File: config.mk
export PLATFORM = sky130hd
export DESIGN_NAME = dpram_port2_arbiter
export DESIGN_NICKNAME = d
export VERILOG_FILES = /design/src/rtl/dpram_pkg.sv /design/src/rtl/dpram_port2_arbiter_rr_pick.sv /design/src/rtl/dpram_port2_arbiter.sv
export SDC_FILE = /design/constraint.sdc
export NUM_CORES = 1
export LEC_CHECK = 0
export BUFFER_PORTS_ARGS = -buffer_cell sky130_fd_sc_hd__buf_4
export CAP_MARGIN = 30
export CORE_ASPECT_RATIO = 0.8
export CORE_MARGIN = 2
export CORE_UTILIZATION = 47
export CTS_BUF_LIST = sky130_fd_sc_hd__clkbuf_16
export CTS_CLUSTER_DIAMETER = 150
export DETAILED_ROUTE_END_ITERATION = 16
export PLACE_DENSITY = 0.9
export SLEW_MARGIN = 40
export SYNTH_ARGS = -nofsm -noshare
export SYNTH_HDL_FRONTEND = slang
export SYNTH_SLANG_ARGS = --single-unit
File: constraint.sdc
create_clock -name clk -period 3.2 [get_ports clk]
set_input_delay 0.16 -clock clk [delete_from_list [all_inputs] [get_ports clk]]
set_output_delay 0.16 -clock clk [all_outputs]
set_load 0.05 [all_outputs]
File: src/rtl/dpram_pkg.sv
// Shared types and constants for the port-2 arbiter of the 256x16 dual-port RAM.
package dpram_pkg;

  localparam int RAM_AW = 8;
  localparam int RAM_DW = 16;
  localparam int GID_W  = 3;

  // 2'd3 is not named; the FSM treats it as illegal and falls back to IDLE.
  typedef enum logic [1:0] {
    ST_IDLE   = 2'd0,
    ST_ACCESS = 2'd1,
    ST_ACK    = 2'd2
  } state_t;

endpackage

File: src/rtl/dpram_port2_arbiter_rr_pick.sv
// Combinational round-robin selector: first set req after ptr, wrapping modulo N_REQ.
module rr_pick
  import dpram_pkg::*;
#(
  parameter int N_REQ = 4
) (
  input  logic [N_REQ-1:0] req,
  input  logic [GID_W-1:0] ptr,
  output logic             valid,
  output logic [GID_W-1:0] winner
);

  // Walk the search order from farthest to nearest so the nearest hit is written last and wins.
  always_comb begin
    valid  = 1'b0;
    winner = '0;
    for (int k = N_REQ; k >= 1; k--) begin
      for (int i = 0; i < N_REQ; i++) begin
        if (req[i] && (i == ((int'(ptr) + k) % N_REQ))) begin
          valid  = 1'b1;
          winner = GID_W'(i);
        end
      end
    end
  end

endmodule

File: src/rtl/dpram_port2_arbiter.sv
// Serialises N_REQ req/ack requesters onto RAM port 2 with round-robin priority.
module dpram_port2_arbiter
  import dpram_pkg::*;
#(
  parameter int N_REQ = 4,
  parameter int AW    = RAM_AW,
  parameter int DW    = RAM_DW
) (
  input  logic               clk,
  input  logic               rst,
  input  logic [N_REQ-1:0]   req,
  input  logic [N_REQ-1:0]   we,
  input  logic [N_REQ*AW-1:0] addr,
  input  logic [N_REQ*DW-1:0] wdata,
  output logic [N_REQ-1:0]   ack,
  output logic [DW-1:0]      rdata,
  output logic               busy,
  output logic [GID_W-1:0]   grant_id,
  output logic [AW-1:0]      ram_addr,
  output logic [DW-1:0]      ram_din,
  output logic               ram_rd,
  output logic               ram_wr,
  input  logic [DW-1:0]      ram_dout
);

  state_t           state, state_nxt;
  logic [GID_W-1:0] ptr, ptr_nxt;

  logic [N_REQ-1:0] ack_nxt;
  logic [DW-1:0]    rdata_nxt;
  logic             busy_nxt;
  logic [GID_W-1:0] grant_nxt;
  logic [AW-1:0]    addr_nxt;
  logic [DW-1:0]    din_nxt;
  logic             rd_nxt;
  logic             wr_nxt;

  logic             pick_valid;
  logic [GID_W-1:0] pick_id;
  logic [AW-1:0]    sel_addr;
  logic [DW-1:0]    sel_wdata;
  logic             sel_we;

  rr_pick #(.N_REQ(N_REQ)) u_rr_pick (
    .req    (req),
    .ptr    (ptr),
    .valid  (pick_valid),
    .winner (pick_id)
  );

  always_comb begin
    sel_addr  = '0;
    sel_wdata = '0;
    sel_we    = 1'b0;
    for (int i = 0; i < N_REQ; i++) begin
      if (pick_id == GID_W'(i)) begin
        sel_addr  = addr[i*AW +: AW];
        sel_wdata = wdata[i*DW +: DW];
        sel_we    = we[i];
      end
    end
  end

  always_comb begin
    state_nxt = state;
    ptr_nxt   = ptr;
    ack_nxt   = ack;
    rdata_nxt = rdata;
    busy_nxt  = busy;
    grant_nxt = grant_id;
    addr_nxt  = ram_addr;
    din_nxt   = ram_din;
    rd_nxt    = ram_rd;
    wr_nxt    = ram_wr;
    case (state)
      ST_IDLE: begin
        ack_nxt  = '0;
        rd_nxt   = 1'b0;
        wr_nxt   = 1'b0;
        busy_nxt = 1'b0;
        if (pick_valid) begin
          state_nxt = ST_ACCESS;
          ptr_nxt   = pick_id;
          grant_nxt = pick_id;
          addr_nxt  = sel_addr;
          din_nxt   = sel_wdata;
          rd_nxt    = ~sel_we;
          wr_nxt    = sel_we;
          busy_nxt  = 1'b1;
        end
      end
      ST_ACCESS: begin
        // The RAM already acted on the falling edge; ram_rd still tells us whether it was a read.
        rd_nxt = 1'b0;
        wr_nxt = 1'b0;
        if (ram_rd) rdata_nxt = ram_dout;
        for (int i = 0; i < N_REQ; i++) begin
          ack_nxt[i] = (grant_id == GID_W'(i));
        end
        state_nxt = ST_ACK;
      end
      ST_ACK: begin
        ack_nxt   = '0;
        busy_nxt  = 1'b0;
        state_nxt = ST_IDLE;
      end
      default: begin
        ack_nxt   = '0;
        rd_nxt    = 1'b0;
        wr_nxt    = 1'b0;
        busy_nxt  = 1'b0;
        state_nxt = ST_IDLE;
      end
    endcase
  end

  always_ff @(posedge clk) begin
    if (rst) begin
      state    <= ST_IDLE;
      ptr      <= GID_W'(N_REQ - 1);
      ack      <= '0;
      rdata    <= '0;
      busy     <= 1'b0;
      grant_id <= '0;
      ram_addr <= '0;
      ram_din  <= '0;
      ram_rd   <= 1'b0;
      ram_wr   <= 1'b0;
    end else begin
      state    <= state_nxt;
      ptr      <= ptr_nxt;
      ack      <= ack_nxt;
      rdata    <= rdata_nxt;
      busy     <= busy_nxt;
      grant_id <= grant_nxt;
      ram_addr <= addr_nxt;
      ram_din  <= din_nxt;
      ram_rd   <= rd_nxt;
      ram_wr   <= wr_nxt;
    end
  end

endmodule

==> key figures <==
Floorplan
  • Number of I/O pins: 172
  • Die ar.: 6680 um2
  • Die width: 90.9 um
  • Starting Density: 0.483
  • Core box area: 5880 um2
  • Rows: 25
  • Die H: 73.5 um

Timing
  • Skew final: 0.00268 ns
  • Count of pins over their slew limit: 0
  • Worst Tran Pin Value: 0.665 ns
  • Minimum clock period: 2.47 ns
  • Crit share post-route: 0.772
  • Maximum clock frequency: 405 MHz
  • Final hold violation count: 0
  • Sum Neg Setup Slack: 0 ns
  • Slew margin rel.: 0.556
  • Final setup fails: 0
  • RSZ-0062 raised after global routing: false

Global routing
  • Gr ovfl total: 0
  • Largest net degree at the start of global routing: 52
  • First-pass GRT wire length: 13000 um
  • GR Util All Layers: 0.238
  • Vias in the first global route: 2787
  • Initial antenna violation count: 0

Drt
  • # DRC: 0
  • Via count of the routed design: 2910
  • Post-Route WL: 8360 um
  • Final ANT Viol Nets: 0
  • WL per Instance: 15.5 um
  • Detailed-route vias per instance: 5.39
  • DRT Pass-1 Iters: 4
  • Initial DRC count: 129

CTS
  • CTS sink count: 53
  • Num CTS Buffers: 5
  • Clk slew on worst S/H paths: 0.07 ns
  • Worst-skew pair later-pin latency: 0.28 ns
  • Clock Tree Root: clkbuf_16
  • H-tree levels: 2
  • CTS max path bufs: 2
  • CTS tree: built
  • Post-cts resize count: 0
  • Hold_buf cts: 0
  • Post-CTS Setup Bufs: 0

Synth
  • Most common cell in the netlist: dfxtp_1
  • Post-synth top area cell: dfxtp_1
  • Synth area leaders: dfxtp_1 (37%), mux2i_1 (9.5%), mux2_4 (9.0%), nand3_1 (8.6%), a221o_1 (8.5%)
  • Synth Flop Type: dfxtp_1
  • Register area share after synthesis: 0.374
  • Commonest cells post-synth: dfxtp_1 (53), nand3_1 (49), nand2_1 (37)
  • Number of flops mapped to enable cells by yosys: 0
  • Synthesis Warnings: 0
  • Yosys reg bits: 53
  • Share of flip-flops with an asynchronous set or reset: 0
  • Syn_nets: 424
  • Share of the synthesized area in the top cell type: 0.374
  • Avg Inst Size Synth: 9.40 um2
  • Syn Inst Count: 302
  • Netlist cell types: 40
  • Area of the mapped netlist: 2840 um2

Placed design
  • Hpwl dp: 6300 um
  • Count of buffers from port buffering: 170
  • GPL Wtd Cong: 0.848

Critical path
  • Crit path DAT: 2.64 ns
  • Reg-to-reg startpoint: ptr[1]
  • Maximum fanout along the worst path: 22
  • Crit path largest cell delay: 0.47 ns
  • Critical path launch point: ptr[1]
  • Buf+Inv Stages, Crit Path: 1
  • Crit end category: register
  • Slowest cell on the critical path: dfxtp_1
  • Kind of critical path: register to register
  • Crit-path cells: nor2b_1 > o21ai_1 > a21o_1 > buf_4 > mux2_2 > a221o_1
  • Critical Path Source Type: register
  • Worst path required time: 3.37 ns
  • Top Family by Delay on Critical Path: compound AO/OA/AOI/OAI gates
  • Worst reg2reg setup slack: 0.73 ns

Final layout
  • Layout cells sized above 1: 0.471
  • Fillers: 450
  • ANT cells: 0
  • Area of the multi-input gates: 1620 um2
  • Seq. cell area: 1060 um2
  • Layout Area Growth over Synthesis: 49.8%
  • Fin nets: 581

Outcome
  • Run status: complete, no violations

Min path
  • Min-delay src: ram_dout[11]
  • Hold WC Path Type: input pin to register

Pwr
  • Cell Pwr Density: 511 nW/um2
  • Max IR drop VDD: 290 uV
  • Tot Pwr: 2170 uW
  • Pleak: 0.00201 uW

Run
  • Maxcap violations: 0
[where the power goes]
part	total, uW	switching [uW]	internal [uW]
Clock	517	230	287
Combinational	867	509	358
Sequential	789	52.0	737
Total	2170	791	1380
[worst paths after layout]
check,cells past startpoint,endpoint
min,3,rdata[11]
max reg2reg,6,ram_addr[2]
min reg2reg,2,busy
max,6,ram_addr[2]
[area by class of cell]
cell class,count,share of cell area
multi-input cells,220,0.380
repair buffers,175,0.309
flip-flops and latches,53,0.250
clock buffers,5,0.0294
well taps,81,0.0238
clock inverters,2,0.00383
inverters,4,0.00383
[registers in the layout, summed over array words and instances, names as in the netlist]
| signal | count |
|---|---|
| ram_din | 16 |
| rdata | 16 |
| ram_addr | 8 |
| ack | 4 |
| grant_id | 2 |
| ptr | 2 |
| state | 2 |
| busy | 1 |
| ram_rd | 1 |
| ram_wr | 1 |
[layer usage]
| metal | up-vias | GRT usage | routed length (um) |
|---|---|---|---|
| li1 | 1422 | - | - |
| met1 | 1377 | 0.302 | 3520 |
| met2 | 101 | 0.418 | 4280 |
| met3 | 10 | 0.0441 | 442 |
| met4 | 0 | 0.0758 | 114 |
| met5 | - | 0 | 0 |
[logic make-up (layout without fill, tap and decap cells)]
| kind of cell | Yosys count | after routing | share of synthesized area |
|---|---|---|---|
| other | 1 | 1 | 0.00132 |
| buffers and inverters | 29 | 186 | 0.0631 |
| flip-flops | 53 | 53 | 0.374 |
| AND/OR/NAND/NOR | 115 | 115 | 0.194 |
| multiplexers | 51 | 51 | 0.213 |
| AO/OA/AOI/OAI | 53 | 53 | 0.154 |
[metrics by stage]
step                utilization  cell area, um2  setup WS (ns)  hold slack (ns)  std cells
finish                    0.723            4250          0.729            0.124        540
floorplan                     -            2840           1.32            0.281        302
global placement          0.699            4110          0.880            0.406        533
global route              0.723            4250          0.630            0.125        540
detailed placement        0.699            4110          0.754            0.419        533
CTS                       0.723            4250          0.745            0.123        540
[worst min-delay path: cells and delay by family]
family	cells	cell delay, ns
buffers and inverters	1	0.11
AOI/OAI and AO/OA	1	0.05
and+or+nand+nor	1	0.04
[cells in the final DEF, fill, tap and decap left out, types with 3 or more instances in the layout]
master / netlist / layout
clkbuf_16: 0 / 5
mux2_2: 7 / 7
a221o_1: 24 / 24
buf_4: 1 / 175
dfxtp_1: 53 / 53
nand2_1: 37 / 37
nand3_1: 49 / 49
inv_1: 3 / 3
a21oi_1: 17 / 17
nor2_1: 9 / 8
mux2i_1: 27 / 27
mux2_4: 17 / 17
nor3b_1: 3 / 3
nor3_1: 3 / 3
(Power assumes the default switching activity.)
